`src/rtl/gpad_scanner.sv`:
```
// Genesis 3/6-button joypad scanner: drives TH, runs 8-phase scans, decodes buttons.
// Optional GPAD_DEBOUNCE_EN: outputs change only after two matching consecutive scans.
module gpad_scanner #(
    parameter int unsigned PHASE_CYC = 500,
    parameter int unsigned GAP_CYC   = 100000
) (
    input  logic       CLK,
    input  logic       RESET,
    input  logic [5:0] PAD_IN,
    output logic       PAD_TH,
    output logic       P_UP,
    output logic       P_DOWN,
    output logic       P_LEFT,
    output logic       P_RIGHT,
    output logic       P_A,
    output logic       P_B,
    output logic       P_C,
    output logic       P_START,
    output logic       P_MODE,
    output logic       P_X,
    output logic       P_Y,
    output logic       P_Z,
    output logic       SIX_BTN,
    output logic       CONNECTED,
    output logic       VALID
);

    localparam int unsigned TMR_W = 20;
    localparam int unsigned VEC_W = 14;

    typedef enum logic [3:0] {
        ST_GAP, ST_PH0, ST_PH1, ST_PH2, ST_PH3,
        ST_PH4, ST_PH5, ST_PH6, ST_PH7, ST_COMMIT
    } state_t;

    state_t             state, state_nxt;
    logic [TMR_W-1:0]   tmr;
    logic [TMR_W-1:0]   tmr_load_c;
    logic               tmr_done_c;
    logic               th_nxt_c;
    logic               commit_c;
    logic [5:0]         sync1, sync2;
    logic [5:0]         s_c;
    logic               present, six, smp_a, smp_b, smp_c, smp_start;
    logic [3:0]         dpad, ext;
    logic [VEC_W-1:0]   dec_c;
    logic [VEC_W-1:0]   out_vec;

    assign tmr_done_c = (tmr == '0);
    assign s_c        = ~sync2;
    assign commit_c   = (state == ST_PH7) && tmr_done_c;

    // State register
    always_ff @(posedge CLK or posedge RESET) begin
        if (RESET) state <= ST_GAP;
        else       state <= state_nxt;
    end

    // Next-state logic
    always_comb begin
        state_nxt = state;
        case (state)
            ST_GAP:    if (tmr_done_c) state_nxt = ST_PH0;
            ST_PH7:    if (tmr_done_c) state_nxt = ST_COMMIT;
            ST_COMMIT: state_nxt = ST_GAP;
            ST_PH0, ST_PH1, ST_PH2, ST_PH3, ST_PH4, ST_PH5, ST_PH6:
                       if (tmr_done_c) state_nxt = state_t'(state + 4'd1);
            default:   state_nxt = ST_GAP;
        endcase
    end

    // Output logic: TH level and timer reload for the state being entered
    always_comb begin
        th_nxt_c   = 1'b1;
        tmr_load_c = '0;
        case (state_nxt)
            ST_PH0, ST_PH2, ST_PH4, ST_PH6: th_nxt_c = 1'b0;
            default:                        th_nxt_c = 1'b1;
        endcase
        case (state_nxt)
            ST_GAP:    tmr_load_c = TMR_W'(GAP_CYC - 1);
            ST_COMMIT: tmr_load_c = '0;
            default:   tmr_load_c = TMR_W'(PHASE_CYC - 1);
        endcase
    end

    // Shared down-counter; reloads on every state change
    always_ff @(posedge CLK or posedge RESET) begin
        if (RESET)                   tmr <= TMR_W'(GAP_CYC - 1);
        else if (state_nxt != state) tmr <= tmr_load_c;
        else if (!tmr_done_c)        tmr <= tmr - TMR_W'(1);
    end

    always_ff @(posedge CLK or posedge RESET) begin
        if (RESET) begin
            PAD_TH <= 1'b1;
            sync1  <= 6'h3F;
            sync2  <= 6'h3F;
        end else begin
            PAD_TH <= th_nxt_c;
            sync1  <= PAD_IN;
            sync2  <= sync1;
        end
    end

    // Capture the synchronized pins on the last cycle of each phase
    always_ff @(posedge CLK or posedge RESET) begin
        if (RESET) begin
            present   <= 1'b0;
            six       <= 1'b0;
            smp_a     <= 1'b0;
            smp_b     <= 1'b0;
            smp_c     <= 1'b0;
            smp_start <= 1'b0;
            dpad      <= '0;
            ext       <= '0;
        end else if (tmr_done_c) begin
            case (state)
                ST_PH0: begin
                    present   <= s_c[2] & s_c[3];
                    smp_a     <= s_c[4];
                    smp_start <= s_c[5];
                end
                ST_PH1: begin
                    dpad  <= s_c[3:0];
                    smp_b <= s_c[4];
                    smp_c <= s_c[5];
                end
                ST_PH4:  six <= &s_c[3:0];
                ST_PH5:  ext <= s_c[3:0];
                default: ;
            endcase
        end
    end

    // Decoded vector: {CONNECTED, SIX_BTN, U, D, L, R, A, B, C, START, MODE, X, Y, Z}
    always_comb begin
        dec_c = '0;
        if (present) begin
            dec_c = {1'b1, six, dpad[0], dpad[1], dpad[2], dpad[3],
                     smp_a, smp_b, smp_c, smp_start, six ? ext : 4'h0};
        end
    end

`ifdef GPAD_DEBOUNCE_EN
    logic [VEC_W-1:0] prev_vec;

    always_ff @(posedge CLK or posedge RESET) begin
        if (RESET) begin
            out_vec  <= '0;
            prev_vec <= '0;
            VALID    <= 1'b0;
        end else begin
            VALID <= commit_c;
            if (commit_c) begin
                prev_vec <= dec_c;
                if (dec_c == prev_vec) out_vec <= dec_c;
            end
        end
    end
`else
    always_ff @(posedge CLK or posedge RESET) begin
        if (RESET) begin
            out_vec <= '0;
            VALID   <= 1'b0;
        end else begin
            VALID <= commit_c;
            if (commit_c) out_vec <= dec_c;
        end
    end
`endif

    assign {CONNECTED, SIX_BTN, P_UP, P_DOWN, P_LEFT, P_RIGHT,
            P_A, P_B, P_C, P_START, P_MODE, P_X, P_Y, P_Z} = out_vec;

endmodule
```
`config.mk`:
```
export PLATFORM = sky130hd
export DESIGN_NAME = gpad_scanner
export DESIGN_NICKNAME = d
export VERILOG_FILES = /design/src/rtl/gpad_scanner.sv
export SDC_FILE = /design/constraint.sdc
export NUM_CORES = 1
export LEC_CHECK = 0
export BUFFER_PORTS_ARGS = -buffer_cell sky130_fd_sc_hd__buf_2
export CAP_MARGIN = 15
export CELL_PAD_IN_SITES_DETAIL_PLACEMENT = 0
export CELL_PAD_IN_SITES_GLOBAL_PLACEMENT = 2
export CORE_ASPECT_RATIO = 1.2
export CORE_UTILIZATION = 43
export CTS_BUF_LIST = sky130_fd_sc_hd__clkbuf_4
export DETAILED_ROUTE_END_ITERATION = 10
export PLACE_DENSITY_LB_ADDON = 0.1
export SKIP_CTS_REPAIR_TIMING = 1
export SYNTH_ARGS = -nofsm -noshare
export SYNTH_HDL_FRONTEND = slang
export SYNTH_SLANG_ARGS = --single-unit
```
`constraint.sdc`:
```
create_clock -name CLK -period 5.7 [get_ports CLK]
set_input_delay 0 -clock CLK [delete_from_list [all_inputs] [get_ports CLK]]
set_output_delay 0 -clock CLK [all_outputs]
set_load 0.03 [all_outputs]
```
* After elaboration in Yosys (flattened, before gate mapping)
Cells that the tools add are included.
** Storage, ports and cells
- Bits in registers :: 66
- Logic and storage cells :: 55
- Input port bits :: 8
- Output and inout port bits :: 16
** Operators by class
- Equal/unequal tests :: 15
- Add/subtract/negate cells :: 2
- Muxes and demuxes :: 10
- Bitwise operators :: 2
- Reductions and logical operators :: 11
** Operators by type and width (count)
- two-way mux 20 bit :: 2
- one-hot mux 17 bit (2 select lines) :: 1
- equality test 4 x 3 -> 1 bit, second input constant :: 6
- zero test 20 bit :: 1
- subtractor 20 x 1 -> 20 bit, second input constant :: 1
- two-way mux 4 bit :: 4
- two-way mux 14 bit :: 1
- equality test 4 x 2 -> 1 bit, second input constant :: 3
- one-hot mux 4 bit (3 select lines) :: 1
- equality test 4 x 1 -> 1 bit, second input constant :: 2
- equality test 4 bit, second input constant :: 2
- zero test 4 bit :: 2
- AND reduction 2 bit :: 4
- OR reduction 7 bit :: 1
- NOT 6 bit :: 1
- adder 4 x 1 -> 4 bit, second input constant :: 1
- inequality test 4 bit :: 1
- AND reduction 4 bit :: 1
- OR reduction 4 bit :: 1
- inequality test 2 x 1 -> 1 bit, second input constant :: 1
- bitwise AND 1 bit :: 1
- logical AND 1 bit :: 1
- two-way mux 1 bit :: 1

* Logic depth before layout (Yosys ltp)
- Word-level depth :: 6
- Gate-level depth with buffers :: 14
- Mapped depth without buffers :: 13

* Worst setup path before layout
Ideal clock, no wire load.
- Path type :: register to register
- Start point :: reg tmr[13]
- End point :: reg tmr[10]
- Clock period less this slack :: 3.571 ns
- Arrival :: 3.496 ns
- Path slack :: 2.129 ns
- Library setup time :: 0.075 ns
- Cell stages (with the launch flop) :: 13
- Data required time :: 5.625 ns
- Path buffers :: 1
- Cell sequence :: dfrtp_1 > or4_4 > or4_1 > buf_2 > nor2_1 > inv_1 > ha_1 > nand2b_1 > o221ai_1 > xnor2_1 > o2111ai_4 > or4b_4 > o21ai_1
** On the way
- Longest elaborated chain between the ends :: 6
- Elaborated cells between the ends (all ways) :: 11
- Those cells by class :: 3 x eq/ne; 6 x mux; 2 x reduce/logical
** Ends and longest elaborated chain
- from (decl) :: line 37 : logic [TMR_W-1:0] tmr;
- from (signal assigned) :: line 89 : if (RESET) tmr <= TMR_W'(GAP_CYC - 1);
- from (signal assigned) :: line 90 : else if (state_nxt != state) tmr <= tmr_load_c;
- from (signal assigned) :: line 91 : else if (!tmr_done_c) tmr <= tmr - TMR_W'(1);
- zero test 20 bit * :: line 49 : assign tmr_done_c = (tmr == '0);
- two-way mux 4 bit (on tied branches) :: line 67, 63, 64
- one-hot mux 4 bit (3 select lines) * :: line 62 : case (state)
- net state_nxt[0] :: line 36 : state_t state, state_nxt;
- equality test 4 bit / zero test 4 bit (equally long branches) :: line 80 : case (state_nxt)
- one-hot mux 17 bit (2 select lines) :: line 80
- two-way mux 20 bit :: line 90
The timed path passes the listed nets; every way through them passes the cells marked *.
A chain may end at the register's enable or synchronous reset.

* Final worst setup path
- Start point :: reg tmr[0]
- End point :: reg tmr[10]
The elaborated chain is that of the path after synthesis.

==> out/qor.txt <==
number of global-route vias before repair = 2035
outcome = finished, final reports clean
via density per instance = 5.07
number of enable flip-flop cells after synthesis = 0
Seq. cell area = 1680 sq um
wire length of the first global-routing pass = 9.67 mm
drt initial violations = 84
most area-consuming cells after synthesis = sky130_fd_sc_hd__dfrtp_1 (37%), sky130_fd_sc_hd__dfstp_2 (21%), sky130_fd_sc_hd__nand2_1 (6.4%)
area delta synth->final = 13.8%
RSZ-0062 raised after global routing = false
critical path endpoint category = flop
setup_tns = 0 ps
post-synthesis register bit count = 66
maximum net fanout on the critical path = 15
global-route total usage across every layer = 0.181
total clock buffers created by CTS = 9
placer's final routability congestion estimate = 0.771
mapped cell area = 2910 sq um
total of max-cap violations = 0
crit path time final = 3940 ps
worst path arrival time = 4280 ps
number of setup violations in the final report = 0
final worst path period share = 0.691
most area-hungry cell type in the Yosys netlist = sky130_fd_sc_hd__dfrtp_1
total congestion overflow after global routing = 0
diode count = 0
Power Dens Cells = 240 nW/um^2
later-pin clock latency in the skew report = 410 ps
routed length per placed instance = 14.0 um
CP required = 6040 ps
antenna violations before repair = 0
number of top-level pins = 24
measured slew at the worst slew-check pin = 814 ps
clock transition at the register clock pins on the worst setup and hold paths after CTS = 100 ps
effective utilization at floorplan = 0.449
vias post-DR = 2048
mean cell area of the mapped netlist = 10.4 sq um
startpoint types = flop
critical setup path kind = flop to flop
yosys warns = 0
unique cell type count in the Yosys netlist = 38
leakage power total = 1.53 nW
CTS Root Cell = sky130_fd_sc_hd__clkbuf_4
Synth async-reset ratio = 1.00
largest vdd supply drop = 144 uV
final number of max-transition violations = 0
synthesized netlist cell count = 280
die outline area = 7100 sq um
core occupancy in the finished layout = 0.511
Detailed Route WL = 5.67 mm
placeable core area = 6490 sq um
overall die width = 77.1 um
clock tree from TritonCTS = built
number of nets with antenna violations after detailed routing = 0
portion of synthesized cell area occupied by the leading cell type = 0.370
prevailing post-synth register cell = sky130_fd_sc_hd__dfrtp_1
final net count = 328
y dimension of the die = 92.1 um
post-synth net total = 294
maximum number of pins on one net before global-route repair = 67
post-DP HPWL = 3.96 mm
Port Buffers = 23
final-layout fill cell count = 653
Detailed Routing Iterations Pass 1 = 4
worst reg-to-reg path cell count = 13
share of synthesized area occupied by flip-flops and latches = 0.577
clk sinks = 66
Post-route DRC = 0
highest clock frequency the design can meet = 254 MHz
Final Hold Vio Count = 0
worst hold-check path type = input pin to flop
Cells on Worst Hold Path = 2
clock skew after layout = 8.14 ps
row count = 32
Clock H-tree levels = 3
number of buffers between clock root and the deepest sink = 2
total area of multi-input combinational cells = 1160 sq um
share of post-route cells with drive strength above 1 = 0.223
tightest slew margin relative to the limit = 0.444
[cell usage after synthesis, types with 2 or more instances]
master	count
sky130_fd_sc_hd__nand2_1	50
sky130_fd_sc_hd__dfrtp_1	43
sky130_fd_sc_hd__o21ai_0	26
sky130_fd_sc_hd__dfstp_2	23
sky130_fd_sc_hd__nor2_1	16
sky130_fd_sc_hd__nand3_1	15
sky130_fd_sc_hd__xnor2_1	14
sky130_fd_sc_hd__nor4_1	9
sky130_fd_sc_hd__inv_1	8
sky130_fd_sc_hd__nor3_1	7
sky130_fd_sc_hd__o21ai_1	7
sky130_fd_sc_hd__clkbuf_1	6
sky130_fd_sc_hd__ha_1	6
sky130_fd_sc_hd__nand2b_1	5
sky130_fd_sc_hd__xor2_1	5
sky130_fd_sc_hd__a21oi_1	3
sky130_fd_sc_hd__buf_2	3
sky130_fd_sc_hd__nand4b_1	3
sky130_fd_sc_hd__nor2b_1	3
sky130_fd_sc_hd__o31ai_1	3
sky130_fd_sc_hd__or4_1	3
sky130_fd_sc_hd__a211oi_1	2
sky130_fd_sc_hd__mux2i_1	2
sky130_fd_sc_hd__nand4_1	2
sky130_fd_sc_hd__o221ai_1	2
sky130_fd_sc_hd__or3_1	2
[routing by layer]
metal / share of wire / GRT usage
met4: 0.026 / 0.118
met2: 0.52 / 0.315
met1: 0.44 / 0.203
met5: 0 / 0
met3: 0.021 / 0.0328
[cell families after synthesis]
| logic type | share of synthesized area |
|---|---|
| xor+xnor | 0.0572 |
| fa+ha+maj | 0.0258 |
| simple gates | 0.206 |
| mux | 0.00688 |
| compound gates | 0.104 |
| buf+inv | 0.0232 |
| flops | 0.577 |
[power by group]
group / total, mW / leakage [nW] / switching, mW / internal [mW]
clock: 0.301 / 0.0759 / 0.165 / 0.136
combinational: 0.0153 / 0.633 / 0.00990 / 0.00537
sequential: 0.479 / 0.825 / 0.00260 / 0.476
total: 0.795 / 1.53 / 0.178 / 0.617
[layout by cell type, fill, tap and decap left out, types with 9 or more instances in the layout]
| master | instances |
|---|---|
| sky130_fd_sc_hd__nand2_1 | 50 |
| sky130_fd_sc_hd__dfrtp_1 | 43 |
| sky130_fd_sc_hd__o21ai_0 | 26 |
| sky130_fd_sc_hd__dfstp_2 | 23 |
| sky130_fd_sc_hd__buf_2 | 23 |
| sky130_fd_sc_hd__nor2_1 | 16 |
| sky130_fd_sc_hd__nand3_1 | 15 |
| sky130_fd_sc_hd__xnor2_1 | 14 |
| sky130_fd_sc_hd__clkbuf_4 | 10 |
| sky130_fd_sc_hd__nor4_1 | 9 |
[final timing paths]
check                           from          to  slack (ps)
min in group asynchronous      RESET  out_vec[1]         370
hold reg to reg             sync1[5]    sync2[5]         360
hold / removal             PAD_IN[0]    sync1[0]         220
setup / recovery              tmr[0]     tmr[10]        1760
setup reg to reg              tmr[0]     tmr[10]        1760
max in group asynchronous      RESET     tmr[19]        4810
[stage by stage]
step / hold slack, ps / instances / cell area [sq um] / setup WS, ps / power (mW)
after floorplan: 4.48 / 280 / 2910 / 2130 / 0.493
final: 224 / 404 / 3310 / 1760 / 0.795
after CTS: -350 / 397 / 3240 / 1710 / 0.805
after global routing: 206 / 404 / 3310 / 1300 / 0.831
after global placement: 105 / 381 / 3110 / 1840 / 0.500
after detailed placement: 106 / 381 / 3110 / 1750 / 0.500
[area by class of cell]
cell class                      instances  area share
Clock inverter                          6      0.0174
Inverter                                8     0.00907
Sequential cell                        66       0.507
Multi-Input combinational cell        197       0.351
Tap cell                               85      0.0321
Clock buffer                           10      0.0227
Timing Repair Buffer                   32      0.0604
[critical path, stage by stage (launching register included)]
cell,delay [ps]
sky130_fd_sc_hd__dfstp_2,400
sky130_fd_sc_hd__inv_1,50
sky130_fd_sc_hd__ha_1,170
sky130_fd_sc_hd__nor3b_1,520
sky130_fd_sc_hd__nand4_1,440
sky130_fd_sc_hd__nor2_1,250
sky130_fd_sc_hd__inv_1,90
sky130_fd_sc_hd__ha_1,290
sky130_fd_sc_hd__nand2b_1,60
sky130_fd_sc_hd__o221ai_1,450
sky130_fd_sc_hd__xnor2_1,210
sky130_fd_sc_hd__o2111ai_4,250
sky130_fd_sc_hd__or4b_4,560
sky130_fd_sc_hd__o21ai_1,100
[flip-flops by register name (all words and copies together) (netlist names)]
name       flops
PAD_TH         1
sync2          6
state          4
smp_c          1
six            1
present        1
smp_a          1
out_vec       14
tmr           20
VALID          1
smp_start      1
ext            4
smp_b          1
sync1          6
dpad           4
No activity file was read; power rests on OpenSTA's default activity.
